--- src/rtl/gate_tt_sequencer.sv ---
// -----------------------------------------------------------------------------
// gate_tt_sequencer
//
// Purpose:
//   Self-checking truth-table sequencer for basic-gate blocks. It drives every
//   input combination onto the gate under test and holds each one for HOLD
//   settle cycles. It then samples the gate output for one cycle and compares
//   it against the expected reduction function. It counts the mismatches and
//   flags a pass when the sweep completes with none.
//
// Parameters:
//   N_IN  number of gate inputs (1..4); the sweep covers 2**N_IN vectors
//   HOLD  settle cycles per vector before the sample cycle (>= 1)
//   GATE  expected function: 0=NOR 1=OR 2=AND 3=NAND 4=XOR 5=XNOR
//
// Ports:
//   clk        in   rising-edge clock
//   reset      in   asynchronous, active-high reset
//   start      in   one-cycle sweep request, accepted only in IDLE or DONE
//   x          out  [N_IN-1:0] drive to the gate inputs (equals vec_idx)
//   t          in   gate output under test, compared only in SAMPLE
//   vec_idx    out  [N_IN-1:0] index of the current vector
//   busy       out  high from the first DRIVE cycle through the last SAMPLE
//   done       out  high in DONE until the next accepted start
//   pass       out  done && err_cnt == 0
//   err_cnt    out  [N_IN:0] mismatch count; tops out at 2**N_IN, never wraps
//   dbg_state  out  [1:0] FSM state: 0=IDLE 1=DRIVE 2=SAMPLE 3=DONE
//
// Optional feature (macro TT_FAIL_LOG_EN):
//   fail_vld   out  set by the first mismatch of a sweep
//   fail_idx   out  [N_IN-1:0] vector index of that first mismatch
//   Both are cleared by reset or by an accepted start.
//
// Handshake: start is a level sampled on the rising edge while the FSM is in
// IDLE or DONE. It has no ready signal. A start seen in DRIVE or SAMPLE is
// dropped with no side effects.
// -----------------------------------------------------------------------------
module gate_tt_sequencer #(
  parameter int N_IN = 2,
  parameter int HOLD = 4,
  parameter int GATE = 0
) (
  input  logic            clk,
  input  logic            reset,
  input  logic            start,
  output logic [N_IN-1:0] x,
  input  logic            t,
  output logic [N_IN-1:0] vec_idx,
  output logic            busy,
  output logic            done,
  output logic            pass,
  output logic [N_IN:0]   err_cnt,
  output logic [1:0]      dbg_state
`ifdef TT_FAIL_LOG_EN
  ,
  output logic            fail_vld,
  output logic [N_IN-1:0] fail_idx
`endif
);

  localparam int              CW        = (HOLD > 1) ? $clog2(HOLD) : 1;
  localparam logic [CW-1:0]   HOLD_LAST = CW'(HOLD - 1);
  localparam logic [N_IN-1:0] LAST_VEC  = {N_IN{1'b1}};

  typedef enum logic [1:0] {
    ST_IDLE   = 2'd0,
    ST_DRIVE  = 2'd1,
    ST_SAMPLE = 2'd2,
    ST_DONE   = 2'd3
  } state_t;

  state_t          state_q;
  logic [N_IN-1:0] vec_q;
  logic [CW-1:0]   hold_q;
  logic [N_IN:0]   err_q;
  logic            busy_q;
  logic            done_q;
  logic            pass_q;

  logic            expect_t;
  logic            mismatch;
  logic [N_IN:0]   err_inc;

  // Parameter legality is checked at elaboration so a bad GATE/N_IN/HOLD
  // never produces a silently wrong checker.
  if (N_IN < 1 || N_IN > 4 || HOLD < 1 || GATE < 0 || GATE > 5) begin : g_bad_param
    $error("gate_tt_sequencer: illegal parameters N_IN=%0d HOLD=%0d GATE=%0d",
           N_IN, HOLD, GATE);
  end

  // Expected gate output for the vector currently on x.
  if (GATE == 0) begin : g_nor
    assign expect_t = ~(|vec_q);
  end else if (GATE == 1) begin : g_or
    assign expect_t = |vec_q;
  end else if (GATE == 2) begin : g_and
    assign expect_t = &vec_q;
  end else if (GATE == 3) begin : g_nand
    assign expect_t = ~(&vec_q);
  end else if (GATE == 4) begin : g_xor
    assign expect_t = ^vec_q;
  end else begin : g_xnor
    assign expect_t = ~(^vec_q);
  end

  assign mismatch = (t != expect_t);
  // Count including the current sample; the DONE transition uses it so pass
  // reflects the last vector as well.
  assign err_inc  = err_q + (N_IN+1)'(mismatch);

`ifdef TT_FAIL_LOG_EN
  logic            fail_vld_q;
  logic [N_IN-1:0] fail_idx_q;
`endif

  always_ff @(posedge clk or posedge reset) begin
    if (reset) begin
      state_q    <= ST_IDLE;
      vec_q      <= '0;
      hold_q     <= '0;
      err_q      <= '0;
      busy_q     <= 1'b0;
      done_q     <= 1'b0;
      pass_q     <= 1'b0;
`ifdef TT_FAIL_LOG_EN
      fail_vld_q <= 1'b0;
      fail_idx_q <= '0;
`endif
    end else begin
      case (state_q)
        ST_IDLE, ST_DONE: begin
          if (start) begin
            state_q    <= ST_DRIVE;
            vec_q      <= '0;
            hold_q     <= '0;
            err_q      <= '0;
            busy_q     <= 1'b1;
            done_q     <= 1'b0;
            pass_q     <= 1'b0;
`ifdef TT_FAIL_LOG_EN
            fail_vld_q <= 1'b0;
            fail_idx_q <= '0;
`endif
          end
        end

        ST_DRIVE: begin
          // x stays put while the gate settles; only the counter moves.
          if (hold_q == HOLD_LAST) begin
            state_q <= ST_SAMPLE;
          end else begin
            hold_q  <= hold_q + CW'(1);
          end
        end

        ST_SAMPLE: begin
          err_q <= err_inc;
`ifdef TT_FAIL_LOG_EN
          if (mismatch && !fail_vld_q) begin
            fail_vld_q <= 1'b1;
            fail_idx_q <= vec_q;
          end
`endif
          if (vec_q == LAST_VEC) begin
            // x keeps the last vector through DONE.
            state_q <= ST_DONE;
            busy_q  <= 1'b0;
            done_q  <= 1'b1;
            pass_q  <= (err_inc == '0);
          end else begin
            state_q <= ST_DRIVE;
            vec_q   <= vec_q + N_IN'(1);
            hold_q  <= '0;
          end
        end

        default: begin
          state_q <= ST_IDLE;
        end
      endcase
    end
  end

  assign x         = vec_q;
  assign vec_idx   = vec_q;
  assign busy      = busy_q;
  assign done      = done_q;
  assign pass      = pass_q;
  assign err_cnt   = err_q;
  assign dbg_state = state_q;

`ifdef TT_FAIL_LOG_EN
  assign fail_vld  = fail_vld_q;
  assign fail_idx  = fail_idx_q;
`endif

endmodule
--- config.mk ---
export PLATFORM = sky130hd
export DESIGN_NAME = gate_tt_sequencer
export DESIGN_NICKNAME = d
export VERILOG_FILES = /design/src/rtl/gate_tt_sequencer.sv
export SDC_FILE = /design/constraint.sdc
export NUM_CORES = 1
export LEC_CHECK = 0
export CORE_AREA = 8 8 47 53
export DETAILED_ROUTE_END_ITERATION = 10
export DIE_AREA = 0 0 55 61
export GPL_TIMING_DRIVEN = 0
export PLACE_DENSITY_LB_ADDON = 0.15
export SETUP_SLACK_MARGIN = 0.02
export SLEW_MARGIN = 25
export SYNTH_ARGS = -nofsm -noshare
export SYNTH_HDL_FRONTEND = slang
export SYNTH_SLANG_ARGS = --single-unit
--- constraint.sdc ---
create_clock -name clk -period 1.9 [get_ports clk]
set_input_delay 0.19 -clock clk [delete_from_list [all_inputs] [get_ports clk]]
set_output_delay 0.19 -clock clk [all_outputs]
set_load 0.05 [all_outputs]
Word level (Yosys, flattened, before mapping)
Cells that the tools add are included.

Register bits after elaboration: 12. Input bits: 4. Output and inout port bits: 12. Word-level logic and storage cells: 52.

Add/subtract/negate cells: 3. Eq/ne operators: 11. Multiplexer cells: 20. Bitwise operators: 1. Reductions and logical operators: 10.

Operators by type and width (count): 2-bit two-way mux (7); 2-bit case mux with 3 select lines (2); 2-bit != test, second input constant (5); 3-bit AND reduction (3); 2-bit == test, second input constant (4); 1-bit case mux with 2 select lines (3); 3-bit case mux with 2 select lines (1); 1-bit two-way mux (5); 2-bit by 1-bit adder with 2-bit output, second input constant (2); 2-bit case mux with 2 select lines (1); 2-bit AND reduction (2); 2-bit OR reduction (2); 3-bit by 1-bit adder with 3-bit output (1); 3-bit logical NOT (1); 3-bit two-way mux (1); 2-bit by 1-bit == test with 1-bit output, second input constant (1); 2-bit logical NOT (1); 2-bit nonzero test (1); 1-bit != test (1); 1-bit inverter (1).

Logic depth before layout (Yosys ltp)
Gate-level depths: netlist of run 1.

Depth after elaboration: 7. Depth in mapped cells: 8. Gate-level depth less buffers: 8.

Worst setup path after synthesis of run 1
OpenSTA, ideal clock, no wires.

Kind: reg2reg. From: reg vec_q[0], in the netlist vec_idx[0]. To: reg pass_q, in the netlist pass. Library setup time: 83 ps. Data arrival time: 1856 ps. Required time: 1817 ps. Slack: -39 ps. Stages on the path, launching flop included: 9. Buffers on the path: 0. Clock period less this slack: 1939 ps. Cell sequence: dfrtp_1 inv_1 ha_1 xor2_1 ha_1 ha_1 nor2_1 nand4_1 o21ai_0.

Word-level cells in the longest chain between the ends: 7. Elaborated cells between the ends (all ways): 10. Those cells by class: 1 x add/sub; 3 x eq/ne; 2 x mux; 1 x bitwise; 3 x reduce/logical.

RTL lines: start, declared (RTL line 73) `logic [N_IN-1:0] vec_q;`; start signal, assigned (RTL line 172) `vec_q <= vec_q + N_IN'(1);`; 2-bit OR reduction (RTL line 93) `assign expect_t = ~(|vec_q);`; 1-bit inverter (RTL line 93); 1-bit != test (RTL line 106) `assign mismatch = (t != expect_t);`; 3-bit by 1-bit adder with 3-bit output (RTL line 109) `assign err_inc = err_q + (N_IN+1)'(mismatch);`; 3-bit logical NOT (RTL line 169) `pass_q <= (err_inc == '0);`; 1-bit two-way mux (RTL line 164) `if (vec_q == LAST_VEC) begin`; 1-bit case mux with 2 select lines (RTL line 130) `case (state_q)`; end signal, assigned (RTL line 169); end, declared (RTL line 78) `logic pass_q;`.

Parallel ways exist; a longest one is shown, timed or not. The select of a mux whose other input is x is not followed. A chain may end at the register's enable or synchronous reset.

Final worst setup path of run 1
From: reg vec_q[0], in the netlist vec_idx[0]. To: out x[0].

RTL lines: end, declared (RTL line 46) `output logic [N_IN-1:0] x,`.

No word-level cell between the ends.

==> flow_metrics.tcl, run 1 <==
set metrics [dict create \
    synth_area_um2 736 \
    grtUsageTotal_pct 9.56 \
    cts_buffers 3 \
    ys_seq_area_share_pct 40.8 \
    synth_nets 85 \
    antenna_found_initial 0 \
    cts_hold_buf 0 \
    first_global_vias 515 \
    antenna_cells 0 \
    portBuffers 15 \
    cts.sinks 12 \
    max-vdd-ir-drop_mv 0.633 \
    placed_cell_area_um2 911 \
    htree_levels 1 \
    clockBufferDepth 2 \
    setup_viol 0 \
    ctsRootBufferMaster "clkbuf_4" \
    die-area_mm2 0.00336 \
    post-route-min-period_ns 1.80 \
    synth_xor_area_share_pct 1.19 \
    start_util_pct 43.8 \
    die_x_um 55 \
    synth_area_leaders "dfrtp_1 (41%), ha_1 (14%), a22o_1 (4.8%)" \
    synth_top_family_by_area "simple AND/OR/NAND/NOR gates" \
    maxCapViolations 0 \
    final_cell_area_um2 947 \
    routed-via-count 577 \
    synth-compound-area-share_pct 17.5 \
    synth_mux_area_share_pct 2.89 \
    fin_tns_setup_ns 0 \
    area_growth_pct 28.7 \
    routed_wl_mm 1.39 \
    grt_max_degree 13 \
    async_flop_share_pct 100 \
    nets 105 \
    rows 16 \
    dieHeight_um 61 \
    routed.top_layer "met4" \
    end_kind "output pin" \
    status "finished clean" \
    cp-start-kind "flop" \
    required_ns 1.71 \
    arrival_ns 1.61 \
    post_cts_buffers 0 \
    grt-ovfl-total 0 \
    syn_area_per_cell_um2 10.1 \
    vias_per_cell 5.25 \
    cts_tree "yes" \
    fin_crit_sh_pct 94.7 \
    hpwl_mm 1.08 \
    synth-edff-count 0 \
    leakage_uw 0.000431 \
    hold_path.class "primary input to asynchronous set/reset pin" \
    drive_gt1_share_pct 16.3 \
    wl_met1_um 659 \
    rsz0062_at_grt "no" \
    dr_wl_met2_um 623 \
    worst_pin_slew_ns 0.499 \
    crit_chain "buf_4 -> clkdlybuf4s50_1" \
    met3_length_um 93 \
    synth-seq-cells 12 \
    clock_skew_ns 0.00398 \
    synth_top_cell_area_share_pct 40.8 \
    drtIter0Drc 17 \
    clk_pin_slew_ns 0.08 \
    synthFlopType "dfrtp_1" \
    insertion_delay_ns 0.27 \
    place.gp.congestion 0.702 \
    yosys.area_share.simple_pct 17.7 \
    fmax_mhz 556 \
    ant_nets 0 \
    ys_warn_count 0 \
    grt_first_pass_wirelength_mm 2.42 \
    worst-path-max-fanout 7 \
    crit_buf_inv 2 \
    crit_family "buffers and inverters" \
    powerDensity_mw_per_mm2 1360 \
    synth_area_leader_cell "dfrtp_1" \
    drv_slew 0 \
    max_stage_delay_ns 0.79 \
    drc 0 \
    synth_cells 73 \
    firstDrtPassIters 4 \
    cp_slowest_cell "clkdlybuf4s50_1" \
    wire_per_inst_um 12.6 \
    core_area_mm2 0.00168 \
    post_synth_fa_ha_maj_area_fraction_pct 13.6 \
    ios 16 \
    cts_resized 0 \
    worstSetupPathType "flop to output pin" \
    slew_headroom_pct 65.8 \
    hold_viol 0 \
    yosysUniqueCellTypes 25 \
]
cell usage in the layout (no fill, tap or decap), types with 2 or more instances in the layout:
cell and n:
a22o_1 4, dfrtp_1 10, nor2_1 2, o21ai_0 6, inv_1 5, nand2b_1 4
buf_4 3, dfrtp_2 2, clkbuf_4 3, a21oi_1 4, ha_1 8, clkdlybuf4s50_1 15
nor2b_1 3, a32o_1 2, nand2_1 7
flip-flops by register name, indices dropped and copies added, names as in the netlist:
| register | count |
|---|---|
| busy | 1 |
| dbg_state | 2 |
| done | 1 |
| err_cnt | 3 |
| hold_q | 2 |
| pass | 1 |
| vec_idx | 2 |
metrics by stage:
stage          worst slack, ns  power (uW)  hold slack (ns)  std cells  util [%]
2_1_floorplan            0.102         920           0.0546         73         -
3_3_place_gp             0.155        1100            0.493        106      54.2
3_5_place_dp             0.205        1100            0.505        106      54.2
4_1_cts                 0.0814        1310            0.243        110      56.3
5_1_grt                 0.0287        1400            0.281        110      56.3
6_report                 0.101        1290            0.225        110      56.3
cell usage after synthesis (all sizes together) (2+ instances only):
master,number
a21oi,4
a22o,4
a32o,2
buf,4
dfrtp,12
ha,8
inv,5
nand2,7
nand2b,5
nor2,2
nor2b,3
o21ai,6
final cells by class:
type                       instances  area, um^2
timing repair buffer              15         150
tap                               18        22.5
buffer                             4        27.5
inverter                           5        18.8
clock buffer                       4        36.3
sequential                        12         303
fill                             154         734
multi-input combinational         52         389
power breakdown:
group,switching (uW),internal (uW)
Sequential,55.7,313
Clock,86.1,116
Combinational,422,299
Total,564,729
layer usage:
layer  up-vias  GRT usage [%]
met5         -              0
li1        294              -
met2        10           14.9
met4         0           4.12
met3         2           2.21
met1       271           12.1
cell families (layout without fill, tap and decap cells):
logic type      count (synthesis)  in the layout
compound gates                 19             19
xor+xnor                        1              1
mux                             2              2
fa+ha+maj                       8              8
simple gates                   22             22
buf+inv                         9             28
flops                          12             12
path summary, 6_finish.rpt:
check	start	to	cells past startpoint	slack, ns
min reg2reg	pass	pass	2	0.52
min in group clk	pass	pass	2	0.52
min	reset	dbg_state[1]	2	0.22
max	vec_idx[0]	x[0]	2	0.10
max in group asynchronous	reset	vec_idx[0]	2	1.33
max reg2reg	dbg_state[0]	pass	5	0.18
worst register-to-register path: stages, from the launching register on:
cell and delay [ns]:
dfrtp_1 0.42, inv_1 0.06, ha_1 0.41, mux2i_1 0.50, o21ai_0 0.16, o21ai_0 0.09
Note: power is estimated with default switching activity, not from simulation.
==> run 2, diff against run 1 <==
--- a/config.mk
+++ b/config.mk
@@ -5,13 +5,14 @@
 export SDC_FILE = /design/constraint.sdc
 export NUM_CORES = 1
 export LEC_CHECK = 0
-export CORE_AREA = 8 8 47 53
+export CORE_AREA = 8 8 47 49
 export DETAILED_ROUTE_END_ITERATION = 10
-export DIE_AREA = 0 0 55 61
+export DIE_AREA = 0 0 55 57
 export GPL_TIMING_DRIVEN = 0
 export PLACE_DENSITY_LB_ADDON = 0.15
 export SETUP_SLACK_MARGIN = 0.02
-export SLEW_MARGIN = 25
+export SKIP_CTS_REPAIR_TIMING = 1
+export SLEW_MARGIN = 20
 export SYNTH_ARGS = -nofsm -noshare
 export SYNTH_HDL_FRONTEND = slang
 export SYNTH_SLANG_ARGS = --single-unit
==> constraint.sdc (replaced) <==
create_clock -name clk -period 2.25 [get_ports clk]
set_input_delay 0.225 -clock clk [delete_from_list [all_inputs] [get_ports clk]]
set_output_delay 0.225 -clock clk [all_outputs]
set_load 0.05 [all_outputs]
==> run 2 against run 1 <==
Against the previous run:
- clock skew shrank 0.0024 ns
- wire length grew 6.9%
- sequential cell count is the same
- non-clock buffer count is the same
- register-to-register slack gained 0.32 ns
- highest routed layer unchanged
==> flow_metrics.tcl, run 2 (same netlist as run 1, synthesis figures left out) <==
set metrics [dict create \
    max_stage_delay_ns 0.79 \
    cp_slowest_cell "clkdlybuf4s50_1" \
    crit_family "buffers and inverters" \
    rows 15 \
    vias_per_cell 5.33 \
    dieHeight_um 57 \
    grt_first_pass_wirelength_mm 2.69 \
    antenna_found_initial 0 \
    arrival_ns 1.65 \
    grt-ovfl-total 0 \
    nets 105 \
    start_util_pct 46.7 \
    cp-start-kind "flop" \
    routed_wl_mm 1.49 \
    fin_ws_ns 0.375 \
    drtIter0Drc 7 \
    clk_pin_slew_ns 0.08 \
    grt_max_degree 13 \
    cts_tree "yes" \
    status "finished clean" \
    post-route-min-period_ns 1.88 \
    maxCapViolations 0 \
    largest_reg_flops 3 \
    placed_cell_area_um2 907 \
    fin_crit_sh_pct 83.3 \
    first_global_vias 589 \
    hold_viol 0 \
    hold_path.class "primary input to asynchronous set/reset pin" \
    end_kind "output pin" \
    worst_pin_slew_ns 0.511 \
    worstSetupPathType "flop to output pin" \
    firstDrtPassIters 4 \
    final_cell_mix "clkdlybuf4s50_1 (15), dfrtp_1 (12), ha_1 (8), nand2_1 (7), o21ai_0 (6)" \
    area_growth_pct 26.4 \
    leakage_uw 0.000428 \
    hpwl_mm 1.13 \
    grtUsageTotal_pct 11.1 \
    cts.sinks 12 \
    clockBufferDepth 2 \
    ctsRootBufferMaster "clkbuf_4" \
    routed-via-count 576 \
    worst-path-max-fanout 7 \
    clock_skew_ns 0.00156 \
    ios 16 \
    final_cell_area_um2 930 \
    layout_commonest_cell "clkdlybuf4s50_1" \
    setup_viol 0 \
    insertion_delay_ns 0.26 \
    ant_nets 0 \
    fill_cells 163 \
    required_ns 2.03 \
    crit_chain "buf_4 -> clkdlybuf4s50_1" \
    core_area_mm2 0.00158 \
    drive_gt1_share_pct 13.2 \
    fin_tns_setup_ns 0 \
    htree_levels 1 \
    slew_headroom_pct 64.9 \
    die-area_mm2 0.00314 \
    portBuffers 15 \
    place_ws_ns 0.489 \
    crit_buf_inv 2 \
    place.gp.congestion 0.719 \
    antenna_cells 0 \
    max-vdd-ir-drop_mv 0.757 \
    powerDensity_mw_per_mm2 1130 \
    drc 0 \
    die_x_um 55 \
    rsz0062_at_grt "no" \
    wire_per_inst_um 13.8 \
    drv_slew 0 \
    fmax_mhz 533 \
    cts_buffers 3 \
]
-- run 2: changes by cell type in the layout (fill, tap and decap cells not counted), sizes merged --
cell / delta
clkbuf: -1
-- run 2: metrics by stage --
stage | util (%) | hold slack [ns] | total power [uW] | instances
final | 59.0 | 0.269 | 1050 | 108
after global routing | 59.0 | 0.305 | 1150 | 108
after CTS | 59.0 | 0.294 | 1070 | 108
after detailed placement | 57.5 | 0.501 | 937 | 105
after global placement | 57.5 | 0.496 | 923 | 105
after floorplan | - | 0.0897 | 776 | 73
-- run 2: layout make-up --
class	count	area, um^2	area share (%)
clock buffers	3	22.5	2.42
multi-input cells	52	389	41.9
flip-flops and latches	12	300	32.3
plain buffers	4	27.5	2.96
repair buffers	15	150	16.2
inverters	5	18.8	2.02
well taps	17	21.3	2.29
-- run 2: report_power, final --
part | switching, uW | internal [uW]
Clock | 70.5 | 61.8
Sequential | 46.9 | 264
Combinational | 360 | 252
Total | 478 | 577
-- run 2: path summary, 6_finish.rpt --
path | end | startpoint | cells past startpoint | slack, ns
worst max register to register | pass | vec_idx[0] | 8 | 0.50
worst min register to register | hold_q[1] | hold_q[1] | 1 | 0.52
max in group asynchronous | dbg_state[1] | reset | 2 | 1.66
worst min-delay path | dbg_state[0] | reset | 2 | 0.27
min in group clk | hold_q[1] | hold_q[1] | 1 | 0.52
worst max-delay path | x[0] | vec_idx[0] | 2 | 0.37
-- run 2: layer usage --
| metal | track usage [%] | share of wire [%] | up-vias |
|---|---|---|---|
| li1 | - | - | 291 |
| met1 | 14.5 | 44 | 270 |
| met2 | 17.0 | 47 | 13 |
| met3 | 3.38 | 7.4 | 2 |
| met4 | 3.09 | 0.81 | 0 |
| met5 | 0 | 0 | - |
==> run 3, diff against run 2 <==
--- a/config.mk
+++ b/config.mk
@@ -5,9 +5,9 @@
 export SDC_FILE = /design/constraint.sdc
 export NUM_CORES = 1
 export LEC_CHECK = 0
-export CORE_AREA = 8 8 47 49
+export CORE_AREA = 8 8 47 53
 export DETAILED_ROUTE_END_ITERATION = 10
-export DIE_AREA = 0 0 55 57
+export DIE_AREA = 0 0 55 61
 export GPL_TIMING_DRIVEN = 0
 export PLACE_DENSITY_LB_ADDON = 0.15
 export SETUP_SLACK_MARGIN = 0.02
==> constraint.sdc (replaced) <==
create_clock -name clk -period 1.78 [get_ports clk]
set_input_delay 0.178 -clock clk [delete_from_list [all_inputs] [get_ports clk]]
set_output_delay 0.178 -clock clk [all_outputs]
set_load 0.05 [all_outputs]
==> run 3 against run 2 <==
Against the previous run:
- non-clock buffer count grew 3
- clock power grew 65%
- count of clock-buffer cells in the layout rose by 1
- global-route usage fell by 1.6 points
- core utilization fell by 0.41 points
- worst hold slack worse by 0.052 ns
- power up 35%
- critical path type unchanged
- highest routed layer unchanged
==> flow_metrics.tcl, run 3 (same netlist as run 1, synthesis figures left out) <==
set metrics [dict create \
    fin_tns_setup_ns 0 \
    r2r_start "vec_idx[0]" \
    worstSetupPathType "flop to output pin" \
    wl_met1_um 655 \
    drive_gt1_share_pct 23.2 \
    nets 108 \
    hold_path.class "primary input to asynchronous set/reset pin" \
    slew_headroom_pct 66.2 \
    cts_buffers 3 \
    ios 16 \
    rows 16 \
    area_growth_pct 33.8 \
    r2r_slack_ns 0.13 \
    drtIter0Drc 4 \
    grt_first_pass_wirelength_mm 2.39 \
    layout_commonest_cell "clkdlybuf4s50_1" \
    end_kind "output pin" \
    place_ws_ns 0.0532 \
    grtUsageTotal_pct 9.54 \
    crit_buf_inv 1 \
    reg2regPathDepth 8 \
    dieHeight_um 61 \
    antenna_found_initial 0 \
    clock_skew_ns 0.00134 \
    routed.top_layer "met4" \
    arrival_ns 1.51 \
    crit_family "buffers and inverters" \
    maxCapViolations 0 \
    core_area_mm2 0.00168 \
    routed-via-count 592 \
    final_cell_area_um2 985 \
    rsz0062_at_grt "yes" \
    ctsRootBufferMaster "clkbuf_4" \
    reg2reg_to "err_cnt[2]" \
    die-area_mm2 0.00336 \
    worst-path-max-fanout 5 \
    firstDrtPassIters 4 \
    place.gp.congestion 0.722 \
    antenna_cells 0 \
    crit_chain "clkdlybuf4s50_1" \
    routed_wl_mm 1.47 \
    post-route-min-period_ns 1.69 \
    first_global_vias 539 \
    cp_slowest_cell "clkdlybuf4s50_1" \
    ant_nets 0 \
    insertion_delay_ns 0.27 \
    drv_slew 0 \
    max_stage_delay_ns 0.83 \
    status "finished clean" \
    start_util_pct 43.8 \
    htree_levels 1 \
    fin_ws_ns 0.0902 \
    hpwl_mm 1.13 \
    cts_tree "yes" \
    drc 0 \
    leakage_uw 0.000476 \
    worst_pin_slew_ns 0.506 \
    required_ns 1.60 \
    final_cell_mix "clkdlybuf4s50_1 (13), dfrtp_1 (9), nand2_1 (7), buf_4 (6), ha_1 (6)" \
    portBuffers 15 \
    max-vdd-ir-drop_mv 0.765 \
    setup_viol 0 \
    grt-ovfl-total 0 \
    cts.sinks 12 \
    dr_wl_met2_um 709 \
    largest_reg_flops 3 \
    fin_crit_sh_pct 94.9 \
    hold_viol 0 \
    wire_per_inst_um 13.0 \
    die_x_um 55 \
    grt_max_degree 13 \
    placed_cell_area_um2 912 \
    clk_pin_slew_ns 0.08 \
    powerDensity_mw_per_mm2 1450 \
    met3_length_um 92 \
    cp-start-kind "flop" \
    fmax_mhz 592 \
    vias_per_cell 5.24 \
    clockBufferDepth 2 \
    path_depth 1 \
]
-- run 3: per-layer routing --
layer | GRT usage (%) | up-vias
met5 | 0 | -
met4 | 4.12 | 0
met3 | 2.21 | 2
met2 | 15.6 | 12
met1 | 11.5 | 280
li1 | - | 298
-- run 3: cell type report --
| cell class | count | area (um^2) |
|---|---|---|
| timing repair buffer | 18 | 178 |
| inverter | 5 | 18.8 |
| multi-input combinational | 52 | 398 |
| sequential | 12 | 304 |
| tap | 18 | 22.5 |
| clock buffer | 4 | 36.3 |
| fill | 158 | 697 |
| buffer | 4 | 27.5 |
-- run 3: report_power, final --
part	switching [uW]	internal, uW	leakage, uW
Sequential	53.5	337	0.000152
Combinational	471	345	0.000303
Clock	93.7	124	0.0000210
Total	618	806	0.000476
-- run 3: how the worst max path moves through the flow --
stage,startpoint,slack [ns],to
floorplan,vec_idx[0],0.008,pass
global placement,vec_idx[0],0.1,pass
detailed placement,vec_idx[0],0.05,pass
CTS,vec_idx[0],-0.02,x[0]
global route,vec_idx[0],0.009,err_cnt[2]
finish,dbg_state[1],0.09,dbg_state[1]
-- run 3: metrics by stage --
| stage | utilization (%) | hold slack [ns] | total power, uW | instances |
|---|---|---|---|---|
| finish | 58.6 | 0.217 | 1420 | 113 |
| global route | 58.6 | 0.258 | 1540 | 113 |
| CTS | 56.4 | 0.239 | 1410 | 110 |
| detailed placement | 54.2 | 0.499 | 1190 | 106 |
| global placement | 54.2 | 0.495 | 1180 | 106 |
| floorplan | - | 0.0425 | 985 | 73 |
